[src/rtl/mips_pipe_pkg.sv]
// Shared types and constants for the MIPS pipeline control slice.
package mips_pipe_pkg;

  typedef enum logic {
    HZ_IDLE = 1'b0,
    HZ_BUSY = 1'b1
  } hz_state_t;

  localparam logic [4:0] REG_ZERO = 5'd0;

endpackage

[src/rtl/hilo_busy_counter.sv]
// Tracks an in-flight multi-cycle Hi/Lo operation: loaded on issue, counts down,
// and holds busy high for exactly MULDIV_CYCLES cycles after the issue edge.
module hilo_busy_counter
  import mips_pipe_pkg::*;
#(
  parameter int unsigned MULDIV_CYCLES = 4
) (
  input  logic Clk,
  input  logic Rst_n,
  input  logic load,
  output logic busy
);

  hz_state_t   state;
  logic [3:0]  count;

  always_ff @(posedge Clk or negedge Rst_n) begin
    if (!Rst_n) begin
      state <= HZ_IDLE;
      count <= '0;
      busy  <= 1'b0;
    end else begin
      case (state)
        HZ_IDLE: begin
          if (load) begin
            state <= HZ_BUSY;
            count <= 4'(MULDIV_CYCLES);
            busy  <= 1'b1;
          end
        end
        HZ_BUSY: begin
          // Leaving on count==1 gives MULDIV_CYCLES busy cycles, including the 1-cycle case.
          if (count == 4'd1) begin
            state <= HZ_IDLE;
            count <= '0;
            busy  <= 1'b0;
          end else begin
            count <= count - 4'd1;
          end
        end
        default: begin
          state <= HZ_IDLE;
          count <= '0;
          busy  <= 1'b0;
        end
      endcase
    end
  end

endmodule

[src/rtl/hazard_stall_unit.sv]
// ID-stage hazard controller: load-use and Hi/Lo stalls, branch flush, and a
// saturating stall-cycle counter.
module hazard_stall_unit
  import mips_pipe_pkg::*;
#(
  parameter int unsigned MULDIV_CYCLES = 4,
  parameter int unsigned STALL_CNT_W   = 16
) (
  input  logic                   Clk,
  input  logic                   Rst_n,
  input  logic                   IDEX_MemRead,
  input  logic [4:0]             IDEX_Rt,
  input  logic [4:0]             IFID_Rs,
  input  logic [4:0]             IFID_Rt,
  input  logic                   IFID_UsesRt,
  input  logic                   ID_MulDiv,
  input  logic                   ID_ReadsHiLo,
  input  logic                   EX_BranchTaken,
  output logic                   nop,
  output logic                   PCWrite,
  output logic                   IFIDWrite,
  output logic                   IFIDFlush,
  output logic                   HiLoBusy,
  output logic [STALL_CNT_W-1:0] StallCount
);

  logic load_use;
  logic hilo_haz;
  logic stall;
  logic issue;

  always_comb begin
    load_use = IDEX_MemRead && (IDEX_Rt != REG_ZERO) &&
               ((IDEX_Rt == IFID_Rs) || (IFID_UsesRt && (IDEX_Rt == IFID_Rt)));
    hilo_haz = (ID_MulDiv || ID_ReadsHiLo) && HiLoBusy;
    stall    = (load_use || hilo_haz) && !EX_BranchTaken;
  end

  // Flush outranks stall, which outranks normal flow.
  always_comb begin
    nop       = 1'b1;
    PCWrite   = 1'b1;
    IFIDWrite = 1'b1;
    IFIDFlush = 1'b0;
    if (EX_BranchTaken) begin
      nop       = 1'b0;
      IFIDFlush = 1'b1;
    end else if (stall) begin
      nop       = 1'b0;
      PCWrite   = 1'b0;
      IFIDWrite = 1'b0;
    end
  end

  // A muldiv only issues when its control actually passes into ID/EX.
  assign issue = ID_MulDiv && nop;

  hilo_busy_counter #(
    .MULDIV_CYCLES(MULDIV_CYCLES)
  ) u_hilo_busy_counter (
    .Clk  (Clk),
    .Rst_n(Rst_n),
    .load (issue),
    .busy (HiLoBusy)
  );

  always_ff @(posedge Clk or negedge Rst_n) begin
    if (!Rst_n) begin
      StallCount <= '0;
    end else if (stall && (StallCount != '1)) begin
      StallCount <= StallCount + 1'b1;
    end
  end

endmodule

[config.mk]
export PLATFORM = sky130hd
export DESIGN_NAME = hazard_stall_unit
export DESIGN_NICKNAME = d
export VERILOG_FILES = /design/src/rtl/mips_pipe_pkg.sv /design/src/rtl/hilo_busy_counter.sv /design/src/rtl/hazard_stall_unit.sv
export SDC_FILE = /design/constraint.sdc
export NUM_CORES = 1
export LEC_CHECK = 0
export CORE_MARGIN = 8
export CORE_UTILIZATION = 45
export DETAILED_ROUTE_END_ITERATION = 7
export GPL_TIMING_DRIVEN = 1
export PLACE_DENSITY_LB_ADDON = 0.25
export SYNTH_ARGS = -nofsm -noshare
export SYNTH_HDL_FRONTEND = slang
export SYNTH_SLANG_ARGS = --single-unit
[constraint.sdc]
create_clock -name Clk -period 2.6 [get_ports Clk]
set_clock_uncertainty 0.2 [all_clocks]
set_input_delay 0.39 -clock Clk [delete_from_list [all_inputs] [get_ports Clk]]
set_output_delay 0.39 -clock Clk [all_outputs]
set_load 0.005 [all_outputs]
==> Yosys cells after proc, flatten, opt, wreduce, memory -nomap -nowiden <==
Index checks and enable logic that the tools add are counted.
{ "word_totals": {"ff_bits": 22, "inputBits": 22, "output_inout_bits": 21} }
{ "classes": {"n_addsub": 2, "eq_ne": 6, "mux": 13, "bitwise_logic": 1, "n_reduce_logical": 13} }
{ "op_table": {"columns": ["operator", "count"], "rows": [
  ["$add 16x1->16 const B", 1],
  ["$ne 16x16->1 const B", 1],
  ["$eq 5x5->1", 2],
  ["$mux 1", 8],
  ["$mux 4", 2],
  ["$pmux 4 s2", 1],
  ["$logic_and 1x1->1", 7],
  ["$reduce_bool 5->1", 1],
  ["$eq 4x1->1 const B", 1],
  ["$ne 2x2->1 const B", 2],
  ["$pmux 1 s2", 2],
  ["$sub 4x1->4 const B", 1],
  ["$logic_or 1x1->1", 3],
  ["$reduce_and 2->1", 1],
  ["$logic_not 1->1", 1],
  ["$not 1->1", 1]
]} }

==> Longest topological paths before layout <==
Gate-level depths: netlist of the first run.
{ "depth": {"depth_word": 11, "ltp_mapped": 7} }

==> Hierarchy <==
From an unflattened synthesis of the first run, not the netlist that was laid out.
{ "hier_totals": {"cells_unflattened": 131, "hier_area_um2": 1282.5} }
{ "by_module_without_submodules": {"columns": ["mod", "instances", "cells_per_inst", "area_each_um2", "seq_area_each_um2"], "rows": [
  ["hazard_stall_unit", 1, 101, 984.7, 400.4],
  ["hilo_busy_counter", 1, 30, 297.8, 150.1]
]} }

==> Worst setup path before layout of the first run <==
OpenSTA, ideal clock, no wires.
{ "synth_timing": {"path_kind": "input-to-output", "from": "input port IDEX_Rt[1]", "to": "output port PCWrite", "arrival_time_ns": 1.489, "t_required_ns": 2.010, "setup_slack_ns": 0.521, "cell_stages": 5, "path_buffers": 1, "cell_sequence": "or4_4 > o21ai_4 > o21ai_4 > nand2_1 > buf_4"} }
{ "synth_between": {"elab_chain_cells": 8} }
{ "synth_lines": {"columns": ["item", "line", "source"], "rows": [
  ["start, declared", "hazard_stall_unit.sv:12", "input logic [4:0] IDEX_Rt,"],
  ["$eq 5x5->1", "hazard_stall_unit.sv:34", "((IDEX_Rt == IFID_Rs) || (IFID_UsesRt && (IDEX_Rt == IFID_Rt)));"],
  ["$logic_and 1x1->1", "hazard_stall_unit.sv:34", null],
  ["$logic_or 1x1->1", "hazard_stall_unit.sv:34", null],
  ["$logic_and 1x1->1 (*)", "hazard_stall_unit.sv:33", "load_use = IDEX_MemRead && (IDEX_Rt != REG_ZERO) &&"],
  ["$logic_or 1x1->1 (*)", "hazard_stall_unit.sv:36", "stall = (load_use || hilo_haz) && !EX_BranchTaken;"],
  ["$logic_and 1x1->1 (*)", "hazard_stall_unit.sv:36", null],
  ["$mux 1 (*) (2 in series)", null, null],
  ["end, declared", "hazard_stall_unit.sv:20", "output logic PCWrite,"]
]} }
Mark *: on every way between the ends. The rest lies on a longest branch, timed or not.

==> Worst setup path after layout of the first run <==
{ "layout_timing": {"from": "input port IDEX_Rt[3]", "to": "output port nop"} }
{ "layout_between": {"elab_chain_cells": 8} }
{ "layout_lines": {"columns": ["item", "line", "source"], "rows": [
  ["$eq 5x5->1", "hazard_stall_unit.sv:34", null],
  ["$logic_and 1x1->1", "hazard_stall_unit.sv:34", null],
  ["$logic_or 1x1->1", "hazard_stall_unit.sv:34", null],
  ["$logic_and 1x1->1 (*)", "hazard_stall_unit.sv:33", null],
  ["$logic_or 1x1->1 (*)", "hazard_stall_unit.sv:36", null],
  ["$logic_and 1x1->1 (*)", "hazard_stall_unit.sv:36", null],
  ["$mux 1 (*)", "hazard_stall_unit.sv:48", "end else if (stall) begin"],
  ["$mux 1 (*)", "hazard_stall_unit.sv:45", "if (EX_BranchTaken) begin"],
  ["end, declared", "hazard_stall_unit.sv:19", "output logic nop,"]
]} }
Marked as above.

==> reports/qor.txt, run 1 <==
Die width - 70.8 um
Critical path arrival - 1920 ps
Initial Util - 45.8%
Core region area - 0.00295 sq mm
Synth Flop Type - dfrtp_1
Max stage delay on crit path - 500 ps
Flop pwr share - 41.7%
Vias - 1184
CTS sink count - 22
Crit. path cell count - 6
Worst VDD drop - 295 uV
Tightest Pin Transition - 561 ps
Maximum clock frequency - 399 MHz
Yosys Warn Count - 0
DRT Pass-1 Iters - 4
GR Overflow Total - 0
Clk buf depth - 2
H-tree depth - 1
P per Cell Area - 660 mW/mm^2
Synth cell types - 34
CP max-delay cell - or4_4
CP Capture Type - output pin
Synth cell count leaders - dfrtp_1, xnor2_1, nand2_1, o21ai_0
GPL Wtd Cong - 0.769
Combinational family with the most area after synthesis - simple AND/OR/NAND/NOR gates
Area post-placement - 0.00190 sq mm
Clock Latency Late Sink - 300 ps
Sw Pwr - 0.440 mW
Vias in the first global route - 1307
Yosys top cell area share - 40.7%
R2R Setup Slk - 440 ps
EDFF count, synth - 0
Most common cell in the netlist - dfrtp_1
Top cells by area, synth - dfrtp_1, xnor2_1, nand2_1, o21ai_0, nand4_1
Comb pwr share - 38.2%
Clk network pwr share - 20.1%
Detail Route Antenna Nets - 0
GR Util All Layers - 13.4%
Mean Syn Cell Area - 10.2 sq um
ANT cells - 0
FILL cells - 234
Mux contribution to synthesized area - 2.31%
Post-Synthesis Net Count - 158
Synth Area in Compound Gates - 15.2%
Reg-to-Reg End - StallCount[10]$_DFFE_PN0P_
CTS buffer count - 3
Worst-path clk slew - 130 ps
TritonCTS clock tree - done
Reg2Reg Depth - 7
Startpoint Class - input pin
IO Pins - 43
Critical path buffers and inverters - 2
Lkg Pwr - 0.846 nW
Layout cells sized above 1 - 18.3%
Crit Reg-Reg Startpoint - StallCount[0]$_DFFE_PN0P_
RSZ-0062 raised after global routing - no
Wirelength per Cell - 14.8 um
Crit path cell chain - clkdlybuf4s50_1 > or4_4 > o21ai_4 > nand2b_4 > and3_1 > buf_2
Crit share post-route - 96.4%
Number of antenna violations at the first check in global routing - 0
Final Setup Violations - 0
Mapped Cells - 133
Fin. max-slew vios - 0
Port bufs - 42
Final HPWL from detailed placement - 2650 um
Ys async rst share - 100%
Die outline height - 70.8 um
Adder-Cell Fraction of Synth Area - 2.78%
Post-synthesis sequential area ratio - 40.7%
Register bit total from synthesis - 22
Pint - 0.864 mW
First-pass GRT wire length - 5580 um
Mapped Area - 0.00135 sq mm
CTS Root Cell - clkbuf_4
Max cap viols - 0
DRT iter0 DRCs - 36
Via density - 5.29
Status - finished, final reports clean
Non-filler instance count after layout - 224
Worst Setup Path Type - in2out
Hold Vio Cnt, Final - 0
CP top delay family - simple AND/OR/NAND/NOR gates
Residual DRC count - 0
Fin crit period - 2510 ps
Placed Cells - 219
Req. time, crit path - 2010 ps
Net Sw Frac - 33.7%
Final instance area - 0.00198 sq mm
Post-synth top area cell - dfrtp_1
CTS Hold Bufs - 0
Critical path fanouts, max - 3
Post-Synth XOR/XNOR Area - 16.2%
Largest net degree at the start of global routing - 23
Routed WL - 3320 um
Min-Delay Path Class - in2async
Area Overhead vs Synth - 46.3%
Simple-gate portion of the synthesized area - 19.2%
Row cnt - 20
Nets@finish - 217
Rel. slew slack - 62.2%
Area of the die - 0.00501 sq mm
==> metrics by stage <==
| step | total power, mW | setup TNS (ps) | utilization [%] | setup WS, ps | hold WS [ps] |
|---|---|---|---|---|---|
| final | 1.30 | 0 | 66.9 | 94.7 | 215 |
| after global routing | 1.40 | 0 | 66.9 | 9.25 | 243 |
| after CTS | 1.31 | -75.0 | 66.2 | -27.5 | 224 |
| after detailed placement | 1.05 | -1160 | 64.3 | -320 | 293 |
| after global placement | 1.02 | -920 | 64.3 | -294 | 276 |
| after floorplan | 0.805 | 0 | - | 521 | -106 |
==> registers in the layout, summed over array words and instances, names as in the netlist <==
signal                     flops
StallCount                    16
u_hilo_busy_counter.state      1
u_hilo_busy_counter.busy       1
u_hilo_busy_counter.count      4
==> worst max path at each step <==
stage / from / end / slack (ps)
after CTS: IDEX_Rt[1] / PCWrite / -30
after global placement: IDEX_Rt[1] / IFIDWrite / -290
after global routing: IDEX_Rt[1] / nop / 9
after detailed placement: IDEX_Rt[1] / PCWrite / -320
final: IDEX_Rt[3] / nop / 90
after floorplan: IDEX_Rt[1] / PCWrite / 520
==> repair_timing <==
action                                  in CTS  in global routing
gates resized for setup                      6                 11
pin swaps                                    1                  5
cloned                                       0                  0
setup buffers                                0                  1
endpoints found under the setup margin       3                  3
==> cells by family (layout without fill, tap and decap cells) <==
logic type	Yosys count	after routing
simple gates	48	48
flops	22	22
compound gates	21	21
buf+inv	11	69
fa+ha+maj	3	3
xor+xnor	25	25
mux	3	3
==> power by group through the flow <==
stage / Combinational (mW) / Sequential (mW) / Clock, mW
detailed placement: 0.501 / 0.549 / 0
CTS: 0.502 / 0.543 / 0.269
global route: 0.559 / 0.564 / 0.279
finish: 0.499 / 0.543 / 0.262
global placement: 0.480 / 0.539 / 0
floorplan: 0.292 / 0.514 / 0
==> routing by layer <==
layer	track usage [%]	share of wire, %	vias up
li1	-	-	580
met1	13.5	40	561
met2	24.5	51	37
met3	4.66	7.5	6
met4	5.54	2.0	0
met5	0	0	-
==> placed cells by master, fill, tap and decap left out, types with 3 or more instances in the layout <==
master	netlist	layout
xor2_1	5	5
buf_4	2	14
xnor2_1	20	19
clkbuf_4	0	3
dfrtp_1	22	22
o21ai_0	9	9
nand2_1	13	12
ha_1	3	3
nor3_1	3	3
nand4_1	7	7
nand3_1	8	8
inv_1	8	8
clkdlybuf4s50_1	0	37
nor2_1	8	8
==> final cells by class <==
class / instances / area, sq um / area share [%]
inverters: 8 / 30.0 / 1.52
flip-flops and latches: 22 / 551 / 27.8
well taps: 33 / 41.3 / 2.09
clock buffers: 3 / 22.5 / 1.14
clock inverters: 1 / 30.0 / 1.52
multi-input cells: 100 / 776 / 39.2
repair buffers: 57 / 527 / 26.6
No activity file was read; power rests on OpenSTA's default activity.
==> run 2: changes to the inputs <==
--- a/config.mk
+++ b/config.mk
@@ -5,6 +5,7 @@
 export SDC_FILE = /design/constraint.sdc
 export NUM_CORES = 1
 export LEC_CHECK = 0
+export CAP_MARGIN = 30
 export CORE_MARGIN = 8
 export CORE_UTILIZATION = 45
 export DETAILED_ROUTE_END_ITERATION = 7
==> results of run 2 <==
Final layout, timing and power as in run 1 (identical DEF).
